### config.mk
export PLATFORM = sky130hd
export DESIGN_NAME = alu_multicycle
export DESIGN_NICKNAME = d
export VERILOG_FILES = /design/src/rtl/alu_multicycle.sv
export SDC_FILE = /design/constraint.sdc
export NUM_CORES = 1
export LEC_CHECK = 0
export CORE_ASPECT_RATIO = 0.7
export CORE_MARGIN = 2
export CORE_UTILIZATION = 30
export DETAILED_ROUTE_END_ITERATION = 8
export PLACE_DENSITY = 0.47
export SLEW_MARGIN = 20
export SYNTH_ARGS = -nofsm -noshare
export SYNTH_HDL_FRONTEND = slang
export SYNTH_SLANG_ARGS = --single-unit
### constraint.sdc
create_clock -name clk -period 4.24 [get_ports clk]
set_input_delay 1.06 -clock clk [delete_from_list [all_inputs] [get_ports clk]]
set_output_delay 1.06 -clock clk [all_outputs]
set_load 0.01 [all_outputs]
### src/rtl/alu_multicycle.sv
// -----------------------------------------------------------------------------
// alu_multicycle
//   Multi-cycle ALU placed between decode and writeback. It executes the 6-bit
//   funct code from ALU_Control.
//   - ADD, SUB, OR and unknown codes finish on the accepting edge.
//   - SRL is iterative and shifts one bit per cycle.
//   Operands enter through a valid/ready handshake. The registered result
//   leaves through a second valid/ready handshake.
//
// Parameters
//   DATA_W    operand/result width
//   SHAMT_W   shift-amount width; the shift amount is src2[SHAMT_W-1:0]
//
// Ports
//   clk        in   1        rising-edge clock
//   rst_n      in   1        asynchronous active-low reset
//   in_valid   in   1        funct/src1/src2 valid
//   in_ready   out  1        block can accept a new operation (IDLE only)
//   funct      in   6        ALU operation code
//   src1       in   DATA_W   operand A (value shifted for SRL)
//   src2       in   DATA_W   operand B (shift amount for SRL)
//   out_valid  out  1        result/zero/overflow valid
//   out_ready  in   1        consumer takes the result
//   result     out  DATA_W   registered result
//   zero       out  1        registered (result == 0)
//   overflow   out  1        registered signed overflow (ADD/SUB only)
// -----------------------------------------------------------------------------
module alu_multicycle #(
    parameter int DATA_W  = 32,
    parameter int SHAMT_W = 5
) (
    input  logic              clk,
    input  logic              rst_n,
    input  logic              in_valid,
    output logic              in_ready,
    input  logic [5:0]        funct,
    input  logic [DATA_W-1:0] src1,
    input  logic [DATA_W-1:0] src2,
    output logic              out_valid,
    input  logic              out_ready,
    output logic [DATA_W-1:0] result,
    output logic              zero,
    output logic              overflow
);

    localparam logic [5:0] FN_ADD = 6'b001001;
    localparam logic [5:0] FN_SUB = 6'b001010;
    localparam logic [5:0] FN_OR  = 6'b010010;
    localparam logic [5:0] FN_SRL = 6'b100010;

    localparam logic [SHAMT_W-1:0] CNT_ONE = SHAMT_W'(1);

    typedef enum logic [1:0] {
        IDLE = 2'd0,
        BUSY = 2'd1,
        DONE = 2'd2
    } state_t;

    state_t             state;
    state_t             state_nxt;
    logic [DATA_W-1:0]  result_nxt;
    logic               zero_nxt;
    logic               overflow_nxt;
    logic [DATA_W-1:0]  shreg;
    logic [DATA_W-1:0]  shreg_nxt;
    logic [SHAMT_W-1:0] cnt;
    logic [SHAMT_W-1:0] cnt_nxt;

    logic               accept;
    logic [SHAMT_W-1:0] shamt;
    logic [DATA_W-1:0]  op_res;
    logic               op_ovf;
    logic [DATA_W-1:0]  shreg_next_bit;

    logic signed [DATA_W-1:0] op_a;
    logic signed [DATA_W-1:0] op_b;
    logic signed [DATA_W-1:0] sum;
    logic signed [DATA_W-1:0] diff;

    // Signed overflow detection. Only the sign bits matter. The wrapped result
    // is compared against the operand signs.
    function automatic logic add_overflow(input logic signed [DATA_W-1:0] a,
                                          input logic signed [DATA_W-1:0] b,
                                          input logic signed [DATA_W-1:0] r);
        return (a[DATA_W-1] == b[DATA_W-1]) && (r[DATA_W-1] != a[DATA_W-1]);
    endfunction

    function automatic logic sub_overflow(input logic signed [DATA_W-1:0] a,
                                          input logic signed [DATA_W-1:0] b,
                                          input logic signed [DATA_W-1:0] r);
        return (a[DATA_W-1] != b[DATA_W-1]) && (r[DATA_W-1] != a[DATA_W-1]);
    endfunction

    // in_ready is gated by rst_n, so it stays low while reset is asserted.
    assign in_ready  = (state == IDLE) & rst_n;
    assign accept    = in_valid & in_ready;
    assign out_valid = (state == DONE);

    assign shamt = src2[SHAMT_W-1:0];
    assign op_a  = src1;
    assign op_b  = src2;
    assign sum   = op_a + op_b;
    assign diff  = op_a - op_b;

    assign shreg_next_bit = shreg >> 1;

    // Single-edge datapath result. It applies only on the accepting edge.
    // For SRL this path is used only when the shift amount is zero, where
    // the shift is a pass-through.
    always_comb begin
        op_res = '0;
        op_ovf = 1'b0;
        case (funct)
            FN_ADD: begin
                op_res = sum;
                op_ovf = add_overflow(op_a, op_b, sum);
            end
            FN_SUB: begin
                op_res = diff;
                op_ovf = sub_overflow(op_a, op_b, diff);
            end
            FN_OR:   op_res = src1 | src2;
            FN_SRL:  op_res = src1 >> shamt;
            default: op_res = '0;
        endcase
    end

    // Next-state logic and datapath updates. The default is to hold every
    // register, which keeps the output stable while waiting in DONE.
    always_comb begin
        state_nxt    = state;
        result_nxt   = result;
        zero_nxt     = zero;
        overflow_nxt = overflow;
        shreg_nxt    = shreg;
        cnt_nxt      = cnt;

        unique case (state)
            IDLE: begin
                if (accept) begin
                    if ((funct == FN_SRL) && (shamt != '0)) begin
                        shreg_nxt = src1;
                        cnt_nxt   = shamt;
                        state_nxt = BUSY;
                    end else begin
                        result_nxt   = op_res;
                        zero_nxt     = (op_res == '0);
                        overflow_nxt = op_ovf;
                        state_nxt    = DONE;
                    end
                end
            end
            BUSY: begin
                shreg_nxt = shreg_next_bit;
                cnt_nxt   = cnt - CNT_ONE;
                // The last shift is written straight into result, so
                // out_valid rises on the edge where cnt reaches zero.
                if (cnt == CNT_ONE) begin
                    result_nxt   = shreg_next_bit;
                    zero_nxt     = (shreg_next_bit == '0);
                    overflow_nxt = 1'b0;
                    state_nxt    = DONE;
                end
            end
            DONE: begin
                // No accept on the release edge, because in_ready is low
                // in DONE.
                if (out_ready) begin
                    state_nxt = IDLE;
                end
            end
            default: state_nxt = IDLE;
        endcase
    end

    always_ff @(posedge clk or negedge rst_n) begin
        if (!rst_n) begin
            state    <= IDLE;
            result   <= '0;
            zero     <= 1'b0;
            overflow <= 1'b0;
            shreg    <= '0;
            cnt      <= '0;
        end else begin
            state    <= state_nxt;
            result   <= result_nxt;
            zero     <= zero_nxt;
            overflow <= overflow_nxt;
            shreg    <= shreg_nxt;
            cnt      <= cnt_nxt;
        end
    end

endmodule
==> flow_summary.json, run 1 <==
{
  "design.portCount": 110,
  "worstSetupPathType": "input port to flip-flop",
  "global_route_hottest_layer": "met2",
  "numPortBuffers": 109,
  "antennaDiodeCount": 0,
  "worst_pin_slew_ps": 1010,
  "final_gp_congestion": 0.969,
  "netlist_top_cells_count": "141 x sky130_fd_sc_hd__a21oi_1, 139 x sky130_fd_sc_hd__nand2_1, 127 x sky130_fd_sc_hd__nor2_1",
  "antenna_found_initial": 0,
  "synth_area_leaders": "sky130_fd_sc_hd__dfrtp_1 17%, sky130_fd_sc_hd__ha_1 13%, sky130_fd_sc_hd__a21oi_1 6.8%",
  "grt_util_met1_pct": 40.9,
  "synth.lib_cells_used.distinct": 101,
  "arrival_ps": 4520,
  "worst_r2r_endpoint": "zero",
  "grt_overflow_total": 0,
  "fin_ws_ps": -29.8,
  "violations_in_the_final_reports": "negative setup slack",
  "sequentialPowerShare_pct": 22.9,
  "nFillCells": 3497,
  "number_of_max_slew_violations_in_the_final_report": 0,
  "global_route.usage.total_pct": 28.3,
  "worstHoldEndpoint": "result[26]",
  "leakage_nw": 7.69,
  "timing.final.crit_period_ps": 4270,
  "worst-r2r-cell-count": 6,
  "cts-buffers-inserted": 9,
  "overall_via_count_from_detail_route": 12762,
  "clock_insertion_delay_worst_skew_ps": 340,
  "fin_skew_ps": 8.03,
  "clk_root_buffer_cell": "sky130_fd_sc_hd__clkbuf_16",
  "finalHoldViolations": 0,
  "async_flop_share_pct": 100,
  "hold_slack_ps": 473,
  "netSwitchingFraction_pct": 37.7,
  "synth_top_area_share_pct": 17.3,
  "critical_path_launch_point_type": "input port",
  "finalWirelength_mm": 52.1,
  "internal-power_mw": 2.30,
  "critical_path.reg2reg.startpoint": "shreg[5]",
  "max-clock-path-buffers": 2,
  "timing.critical_path.required_ps": 4490,
  "synth_cells": 1372,
  "power.share.clock_pct": 23.8,
  "min_path_cells": 1,
  "avgSynthCellArea_sq_um": 7.57,
  "library_cell_with_the_largest_summed_area_after_synthesis": "sky130_fd_sc_hd__dfrtp_1",
  "cp_max_fo": 3,
  "initial_utilization_pct": 30.7,
  "die_w_um": 226,
  "regToRegSetupSlack_ps": 1810,
  "worstHoldPathType": "flip-flop to flip-flop",
  "fraction_of_layout_instances_using_a_drive_strength_above_1_pct": 37.6,
  "worst_setup_path_end_kind": "flip-flop",
  "synth_most_common_cell": "sky130_fd_sc_hd__a21oi_1",
  "detail_route.iter0.violations": 1135,
  "relSlewSlack_pct": 32.2,
  "power_switching_mw": 1.39,
  "area_growth_pct": 58.4,
  "drt-pass1-iter-count": 6,
  "path_clk_slew_ps": 60,
  "yosys.area_share.simple_pct": 21.3,
  "setup_viol_count_final": 1,
  "synth_edf_count": 0,
  "crit_chain": "buf_6 > buf_6 > ha_4 > inv_2 > fa_2 > nand2b_1 > a211o_2 > a311o_1 > and3_4 > xnor2_2 > a221oi_2 > nand3_2 > or4_4 > nor3_4 > nand4_1 > o31ai_2",
  "achievable-frequency_ghz": 0.234,
  "finalNetCount": 2052,
  "mappedNetlistArea_sq_mm": 0.0104,
  "grt_setup_unrepaired": "yes",
  "power.density_mw_per_mm2": 225,
  "ys_seq_elements": 72,
  "yosys-mux-area-fraction_pct": 9.45,
  "global_route_wire_length_before_repair_mm": 76.9,
  "synth_xor_area_share_pct": 0.843,
  "yosys_warnings": 0,
  "holdCritStartpoint": "result[26]",
  "final_core_utilization_pct": 48.7,
  "first_global_vias": 12216,
  "finalPower_mw": 3.69,
  "grtUsageMet2_pct": 41.3,
  "vias_per_cell": 5.45,
  "complex_gate_fraction_of_the_synthesized_area_pct": 30.3,
  "grt_start_max_net_pins": 52,
  "cpPeakStageDelay_ps": 580,
  "dp_hpwl_mm": 42.8,
  "die_area_sq_mm": 0.0361,
  "mappedNetlistNets": 1552,
  "final_antenna_net_count": 0,
  "power.combinational.fraction_pct": 53.2,
  "synth_sequential_area_ratio_pct": 17.3,
  "final_min_period_over_clock_period_pct": 101,
  "slowest_stage": "sky130_fd_sc_hd__or4_4",
  "htreeDepth": 3,
  "synthAdderAreaFrac_pct": 12.9,
  "synth_flop_cell": "sky130_fd_sc_hd__dfrtp_1",
  "numClockSinks": 72,
  "rows": 56,
  "vdd_drop_max_uv": 211,
  "chipHeight_um": 160,
  "post_drt_wl_per_cell_um": 22.2,
  "synth_top_family_by_area": "compound AO/OA/AOI/OAI gates",
  "grt_util_met3_pct": 5.41,
  "drv_cap": 0,
  "remaining_drc_errors": 0,
  "core_region_area_sq_mm": 0.0338,
  "cts_tree": "yes",
  "post_place_setup_slack_ps": -836,
  "run_status": "finished with violations",
  "most_used_cell_cp": "sky130_fd_sc_hd__buf_6"
}
-- metal layers --
| metal | share of wire (%) | wire [um] |
|---|---|---|
| met5 | 0 | 0 |
| met3 | 7.1 | 3680 |
| met1 | 47 | 24500 |
| met4 | 4.5 | 2360 |
| met2 | 41 | 21500 |
-- area by class of cell --
| class | instances | area, sq um | share of cell area, % |
|---|---|---|---|
| Multi-Input combinational cell | 1119 | 8630 | 52.5 |
| Timing Repair Buffer | 573 | 4720 | 28.7 |
| Sequential cell | 72 | 1800 | 11.0 |
| Tap cell | 464 | 581 | 3.53 |
| Inverter | 97 | 370 | 2.25 |
| Clock buffer | 9 | 225 | 1.37 |
| Clock inverter | 7 | 120 | 0.730 |
-- logic make-up after synthesis --
| kind of cell | Yosys count |
|---|---|
| AOI/OAI and AO/OA | 480 |
| and+or+nand+nor | 456 |
| buffers and inverters | 181 |
| adders and majority gates | 106 |
| DFF | 72 |
| muxes | 67 |
| xor gates and xnor gates | 10 |
-- how the worst max path moves through the flow --
| stage | start | end | slack [ps] | cells after the start |
|---|---|---|---|---|
| 2_1_floorplan | src2[1] | zero | -20 | 15 |
| 3_3_place_gp | src1[4] | overflow | -910 | 17 |
| 3_5_place_dp | src1[0] | zero | -840 | 15 |
| 4_1_cts | src1[3] | zero | -220 | 17 |
| 5_1_grt | src2[0] | zero | -140 | 16 |
| 6_report | src2[0] | zero | -30 | 16 |
-- state kept, by name (all words and copies together), names as in the netlist --
signal,flops
overflow,1
cnt,5
zero,1
state,2
result,32
shreg,31
-- critical path: cells and delay by family --
kind,cells,cell delay (ps)
AO/OA/AOI/OAI,4,1340
XOR/XNOR,1,140
adder cells (fa/ha/maj),2,360
buffers and inverters,3,250
AND/OR/NAND/NOR,6,1360
-- per-stage QoR --
stage / area [sq um] / std cells / TNS [ps]
6_report: 16400 / 2341 / -29.8
5_1_grt: 16400 / 2341 / -168
4_1_cts: 15800 / 2320 / -232
3_5_place_dp: 15000 / 2295 / -9720
3_3_place_gp: 15000 / 2295 / -9890
2_1_floorplan: 10500 / 1372 / -15.7
-- repair_timing --
item | in CTS | in global routing
hold buffers | 0 | 0
setup buffers | 9 | 21
pin swaps | 20 | 51
setup endpoints to repair | 14 | 14
resized for setup | 93 | 135
gates cloned | 0 | 0
-- power groups by stage --
stage,clock network (mW),registers [mW],logic (mW)
after global placement,0,0.857,1.76
after CTS,0.897,0.847,1.83
final,0.880,0.848,1.97
after floorplan,0,0.860,0.791
after global routing,0.942,0.859,2.10
after detailed placement,0,0.857,1.75
-- cells in the final DEF (no fill, tap or decap), types with 22 or more instances in the layout --
cell and n:
sky130_fd_sc_hd__buf_4 448, sky130_fd_sc_hd__nand2_1 136, sky130_fd_sc_hd__a21oi_1 125, sky130_fd_sc_hd__nor2_1 122
sky130_fd_sc_hd__o21ai_0 99, sky130_fd_sc_hd__ha_1 74, sky130_fd_sc_hd__dfrtp_1 72, sky130_fd_sc_hd__clkdlybuf4s50_1 72
sky130_fd_sc_hd__inv_1 68, sky130_fd_sc_hd__mux2i_1 35, sky130_fd_sc_hd__nor3_1 33, sky130_fd_sc_hd__inv_2 27
sky130_fd_sc_hd__nand3_1 27, sky130_fd_sc_hd__mux4_2 24, sky130_fd_sc_hd__o22ai_1 22
No activity file was read; power rests on OpenSTA's default activity.
==> run 2, diff against run 1 <==
--- a/config.mk
+++ b/config.mk
@@ -10,6 +10,7 @@
 export CORE_UTILIZATION = 30
 export DETAILED_ROUTE_END_ITERATION = 8
 export PLACE_DENSITY = 0.47
+export SKIP_CTS_REPAIR_TIMING = 1
 export SLEW_MARGIN = 20
 export SYNTH_ARGS = -nofsm -noshare
 export SYNTH_HDL_FRONTEND = slang
==> run 2 against run 1 <==
  * The run now ends clean
  * Maximum frequency rose by 1.4%
  * Cell count decreased by 0.85%
  * First-iteration DRC count is 8.2% higher
  * Critical path depth decreased by 2
  * Largest power group unchanged
==> flow_summary.json, run 2 (synthesis results as in run 1) <==
{
  "run_status": "finished clean",
  "grt_setup_unrepaired": "yes",
  "grt_start_max_net_pins": 52,
  "path_clk_slew_ps": 60,
  "internal-power_mw": 2.29,
  "finalHoldViolations": 0,
  "sequentialPowerShare_pct": 23.1,
  "vdd_drop_max_uv": 210,
  "top_register": "result",
  "critical_path_launch_point_type": "input port",
  "placed_cell_area_sq_mm": 0.0150,
  "worstHoldPathType": "flip-flop to flip-flop",
  "slowest_stage": "sky130_fd_sc_hd__or4_4",
  "cpPeakStageDelay_ps": 550,
  "cts-buffers-inserted": 9,
  "grt_overflow_total": 0,
  "reg.largest.list": "result: 32 flops, shreg: 31 flops, cnt: 5 flops",
  "post-route-cell-area_sq_mm": 0.0164,
  "finalWirelength_mm": 51.9,
  "arrival_ps": 4460,
  "mostFrequentLayoutCell": "sky130_fd_sc_hd__buf_4",
  "cts_tree": "yes",
  "crit_chain": "dlymetal6s2s_1 > inv_2 > ha_4 > and2_4 > a221o_2 > o2111ai_4 > nand2_2 > a211o_1 > a221o_1 > a21o_1 > or4_4 > nor3_4 > nand4_1 > o31ai_2",
  "core_region_area_sq_mm": 0.0338,
  "max-clock-path-buffers": 2,
  "design.portCount": 110,
  "antenna_found_initial": 0,
  "antennaDiodeCount": 0,
  "worst_pin_slew_ps": 1020,
  "overall_via_count_from_detail_route": 12761,
  "cp_max_fo": 5,
  "initial_utilization_pct": 30.7,
  "drt-pass1-iter-count": 5,
  "worstSetupPathType": "input port to flip-flop",
  "fraction_of_layout_instances_using_a_drive_strength_above_1_pct": 37.5,
  "post_drt_wl_per_cell_um": 22.4,
  "achievable-frequency_ghz": 0.237,
  "final_core_utilization_pct": 48.6,
  "netSwitchingFraction_pct": 37.7,
  "numPortBuffers": 109,
  "power.combinational.fraction_pct": 53.0,
  "highest_count_cells_in_the_layout_ignoring_fill_and_taps": "426 x sky130_fd_sc_hd__buf_4, 134 x sky130_fd_sc_hd__nand2_1, 123 x sky130_fd_sc_hd__nor2_1",
  "largest_register_ff_count": 32,
  "finalNetCount": 2032,
  "chipHeight_um": 160,
  "die_area_sq_mm": 0.0361,
  "post_place_setup_slack_ps": -836,
  "crit_family": "compound AO/OA/AOI/OAI gates",
  "power.share.clock_pct": 23.9,
  "number_of_max_slew_violations_in_the_final_report": 0,
  "htreeDepth": 3,
  "area_growth_pct": 58.0,
  "power_switching_mw": 1.38,
  "worst_setup_path_end_kind": "flip-flop",
  "global_route_wire_length_before_repair_mm": 76.1,
  "timing.final.crit_period_ps": 4210,
  "drv_cap": 0,
  "die_w_um": 226,
  "detail_route.iter0.violations": 1228,
  "rows": 56,
  "fin_skew_ps": 7.74,
  "vias_per_cell": 5.50,
  "leakage_nw": 7.74,
  "power.density_mw_per_mm2": 224,
  "timing.critical_path.required_ps": 4490,
  "clock_insertion_delay_worst_skew_ps": 340,
  "setup_viol_count_final": 0,
  "clk_root_buffer_cell": "sky130_fd_sc_hd__clkbuf_16",
  "final_gp_congestion": 0.969,
  "final_min_period_over_clock_period_pct": 99.3,
  "remaining_drc_errors": 0,
  "fin_ws_ps": 28.3,
  "critPathBufInv": 2,
  "global_route.usage.total_pct": 28.0,
  "final_antenna_net_count": 0,
  "numClockSinks": 72,
  "first_global_vias": 12042,
  "dp_hpwl_mm": 42.8,
  "relSlewSlack_pct": 32.0
}
## run 2: cell count changes in the layout (fill, tap and decap cells not counted), sizes merged
cell | previous run | this run
buf | 467 | 447
clkdlybuf4s15 | 1 | 0
clkdlybuf4s50 | 72 | 67
clkbuf | 13 | 10
dlygate4sd2 | 9 | 0
dlymetal6s2s | 20 | 38
## run 2: layer usage
metal,vias up,part of all wire (%),GRT usage [%]
met4,0,3.8,9.57
met3,81,6.3,4.47
met2,499,42,41.0
met1,6132,48,41.3
met5,-,0,0
li1,6049,-,-
## run 2: final timing paths
path,startpoint,endpoint,slack (ps),depth (start not counted)
max in group asynchronous,rst_n,result[25],3050,2
min in group asynchronous,rst_n,cnt[4],520,1
setup / recovery,src1[4],zero,30,14
hold / removal,result[2],result[2],470,2
hold reg to reg,result[2],result[2],470,2
setup reg to reg,shreg[5],zero,1870,6
## run 2: final cells by class
cell class / instances / area [sq um]
Clock buffer: 9 / 225
Clock inverter: 7 / 120
Fill cell: 3499 / 17400
Inverter: 97 / 370
Multi-Input combinational cell: 1119 / 8650
Sequential cell: 72 / 1800
Tap cell: 464 / 581
Timing Repair Buffer: 553 / 4660
## run 2: power by group through the flow
| stage | logic [mW] | clock network [mW] | registers, mW |
|---|---|---|---|
| 2_1_floorplan | 0.791 | 0 | 0.860 |
| 3_3_place_gp | 1.76 | 0 | 0.857 |
| 3_5_place_dp | 1.75 | 0 | 0.857 |
| 4_1_cts | 1.77 | 0.897 | 0.847 |
| 5_1_grt | 2.08 | 0.942 | 0.859 |
| 6_report | 1.95 | 0.878 | 0.848 |
## run 2: through the flow
step / TNS, ps / std cells / hold slack [ps] / power (mW)
floorplan: -15.7 / 1372 / 455 / 1.65
CTS: -3670 / 2311 / 479 / 3.51
global route: -173 / 2321 / 502 / 3.88
finish: 0 / 2321 / 474 / 3.67
global placement: -9890 / 2295 / 461 / 2.62
detailed placement: -9720 / 2295 / 465 / 2.61
## run 2: worst reg2reg max path: cells and delay by family (launching register included)
family / cells / cell delay [ps]
AND/OR/NAND/NOR: 4 / 1700
flip-flops: 1 / 410
AO/OA/AOI/OAI: 2 / 180
==> run 3, diff against run 2 <==
--- a/config.mk
+++ b/config.mk
@@ -5,6 +5,7 @@
 export SDC_FILE = /design/constraint.sdc
 export NUM_CORES = 1
 export LEC_CHECK = 0
+export CAP_MARGIN = 25
 export CORE_ASPECT_RATIO = 0.7
 export CORE_MARGIN = 2
 export CORE_UTILIZATION = 30
==> constraint.sdc (replaced) <==
create_clock -name clk -period 4.24 [get_ports clk]
set_input_delay 1.272 -clock clk [delete_from_list [all_inputs] [get_ports clk]]
set_output_delay 1.272 -clock clk [all_outputs]
set_load 0.01 [all_outputs]
==> run 3 against run 2 <==
  * The flow now finishes with violations (negative setup slack)
  * Utilization grew 1.0 points
  * Maximum frequency shrank 4.6%
  * Register-to-register slack lost 50 ps
  * First-iteration DRC count shrank 3.2%
  * Count of clock-buffer cells in the layout grew 3
  * Worst hold slack gained 0.90 ps
  * Critical path type unchanged
  * Largest power group unchanged
==> flow_summary.json, run 3 (synthesis results as in run 1) <==
{
  "run_status": "finished with violations",
  "worstHoldPathType": "flip-flop to flip-flop",
  "regToRegSetupSlack_ps": 1820,
  "top_register": "result",
  "finalWirelength_mm": 51.6,
  "setup_viol_count_final": 2,
  "final_min_period_over_clock_period_pct": 104,
  "fin_ws_ps": -175,
  "design.portCount": 110,
  "highest_count_cells_in_the_layout_ignoring_fill_and_taps": "451 x sky130_fd_sc_hd__buf_4, 136 x sky130_fd_sc_hd__nand2_1, 119 x sky130_fd_sc_hd__nor2_1",
  "overall_via_count_from_detail_route": 12869,
  "largest_register_ff_count": 32,
  "dp_hpwl_mm": 42.5,
  "power.density_mw_per_mm2": 215,
  "final_core_utilization_pct": 49.6,
  "relSlewSlack_pct": 31.2,
  "detail_route.iter0.violations": 1189,
  "number_of_max_slew_violations_in_the_final_report": 0,
  "critical_path.startpoint": "src1[23]",
  "grt_overflow_total": 0,
  "clk_root_buffer_cell": "sky130_fd_sc_hd__clkbuf_16",
  "fraction_of_layout_instances_using_a_drive_strength_above_1_pct": 39.5,
  "first_global_vias": 12322,
  "grt_setup_unrepaired": "yes",
  "worst_setup_path_end_kind": "flip-flop",
  "chipHeight_um": 160,
  "power.combinational.fraction_pct": 55.4,
  "htreeDepth": 3,
  "netSwitchingFraction_pct": 38.7,
  "critical_path_launch_point_type": "input port",
  "worstHoldEndpoint": "result[3]",
  "finalNetCount": 2059,
  "finalHoldViolations": 0,
  "timing.final.crit_period_ps": 4420,
  "drt-pass1-iter-count": 5,
  "violations_in_the_final_reports": "negative setup slack",
  "hold_slack_ps": 475,
  "initial_utilization_pct": 30.7,
  "reg.largest.list": "result: 32 flops, shreg: 31 flops, cnt: 5 flops",
  "sequentialPowerShare_pct": 23.6,
  "global_route_wire_length_before_repair_mm": 76.1,
  "power.share.clock_pct": 21.0,
  "critical_path.reg2reg.startpoint": "shreg[5]",
  "clock_insertion_delay_worst_skew_ps": 340,
  "path_clk_slew_ps": 60,
  "antenna_found_initial": 0,
  "max-clock-path-buffers": 2,
  "area_growth_pct": 61.3,
  "worst_pin_slew_ps": 1030,
  "remaining_drc_errors": 0,
  "mostFrequentLayoutCell": "sky130_fd_sc_hd__buf_4",
  "rows": 56,
  "internal-power_mw": 2.21,
  "fin_skew_ps": 7.10,
  "numPortBuffers": 109,
  "timing.critical_path.required_ps": 4490,
  "vdd_drop_max_uv": 177,
  "global_route.usage.total_pct": 27.9,
  "finalPower_mw": 3.60,
  "die_w_um": 226,
  "holdCritStartpoint": "result[3]",
  "grt_start_max_net_pins": 74,
  "cts_tree": "yes",
  "numClockSinks": 72,
  "arrival_ps": 4670,
  "vias_per_cell": 5.48,
  "achievable-frequency_ghz": 0.226,
  "power_switching_mw": 1.39,
  "die_area_sq_mm": 0.0361,
  "min_path_cells": 2,
  "antennaDiodeCount": 0,
  "leakage_nw": 7.84,
  "drv_cap": 0,
  "cts-buffers-inserted": 9,
  "core_region_area_sq_mm": 0.0338,
  "cp_max_fo": 3,
  "final_gp_congestion": 0.984,
  "final_antenna_net_count": 0,
  "worstSetupPathType": "input port to flip-flop",
  "worst-r2r-cell-count": 6,
  "worst_r2r_endpoint": "zero",
  "post_drt_wl_per_cell_um": 22.0
}
-- run 3: changes by cell type in the layout (fill, tap and decap cells not counted), moves of 4 or more --
cell                      previous run  this run
sky130_fd_sc_hd__buf_4             426       451
sky130_fd_sc_hd__a21oi_1           122       117
sky130_fd_sc_hd__o31ai_1            13         8
sky130_fd_sc_hd__ha_2                8         4
sky130_fd_sc_hd__o21ai_0            95        91
sky130_fd_sc_hd__nor2_1            123       119
sky130_fd_sc_hd__a21oi_2            17        22
sky130_fd_sc_hd__inv_1              65        61
sky130_fd_sc_hd__o21ai_1            11        15
sky130_fd_sc_hd__inv_2              30        34
sky130_fd_sc_hd__a31oi_1            11         7
sky130_fd_sc_hd__o31ai_2             1         6
-- run 3: worst max path at each step --
stage | end | cells after the start
floorplan | zero | 15
global placement | zero | 15
detailed placement | zero | 16
CTS | zero | 16
global route | zero | 13
finish | zero | 15
-- run 3: through the flow --
stage	setup WS, ps	setup TNS [ps]	std cells	instance area [sq um]
6_report	-175	-201	2348	16800
5_1_grt	-418	-683	2348	16800
4_1_cts	-740	-6590	2328	15500
3_5_place_dp	-1080	-14540	2312	15200
3_3_place_gp	-1050	-14190	2312	15200
2_1_floorplan	-228	-228	1372	10500
-- run 3: layer usage --
metal / track usage (%) / wire length [um] / up-vias
met4: 10.2 / 1910 / 0
met2: 40.4 / 22000 / 465
met3: 4.60 / 3200 / 69
met5: 0 / 0 / -
li1: - / - / 6097
met1: 41.2 / 24500 / 6238
-- run 3: area by class of cell --
class | instances | area, sq um
Multi-Input combinational cell | 1119 | 8830
Clock buffer | 12 | 236
Timing Repair Buffer | 580 | 4880
Clock inverter | 4 | 55.1
Tap cell | 464 | 581
Inverter | 97 | 373
Fill cell | 3355 | 17000
Sequential cell | 72 | 1800
-- run 3: power by group through the flow --
stage          logic (mW)  clock network, mW  registers, mW
2_1_floorplan       0.794                  0          0.860
5_1_grt              2.14              0.812          0.862
3_3_place_gp         1.77                  0          0.857
3_5_place_dp         1.77                  0          0.859
4_1_cts              1.78              0.777          0.848
6_report             2.00              0.757          0.849
-- run 3: worst max-delay path, stage by stage --
cell and delay [ps]:
sky130_fd_sc_hd__clkdlybuf4s50_1 470, sky130_fd_sc_hd__buf_4 190, sky130_fd_sc_hd__buf_4 140, sky130_fd_sc_hd__mux4_2 480, sky130_fd_sc_hd__mux2_2 330, sky130_fd_sc_hd__nand3_1 90, sky130_fd_sc_hd__o21ai_1 60, sky130_fd_sc_hd__a21oi_1 140
sky130_fd_sc_hd__a21boi_0 240, sky130_fd_sc_hd__buf_4 170, sky130_fd_sc_hd__and4b_1 250, sky130_fd_sc_hd__nand4_1 210, sky130_fd_sc_hd__nor4_2 230, sky130_fd_sc_hd__nand4_1 190, sky130_fd_sc_hd__o31ai_2 200
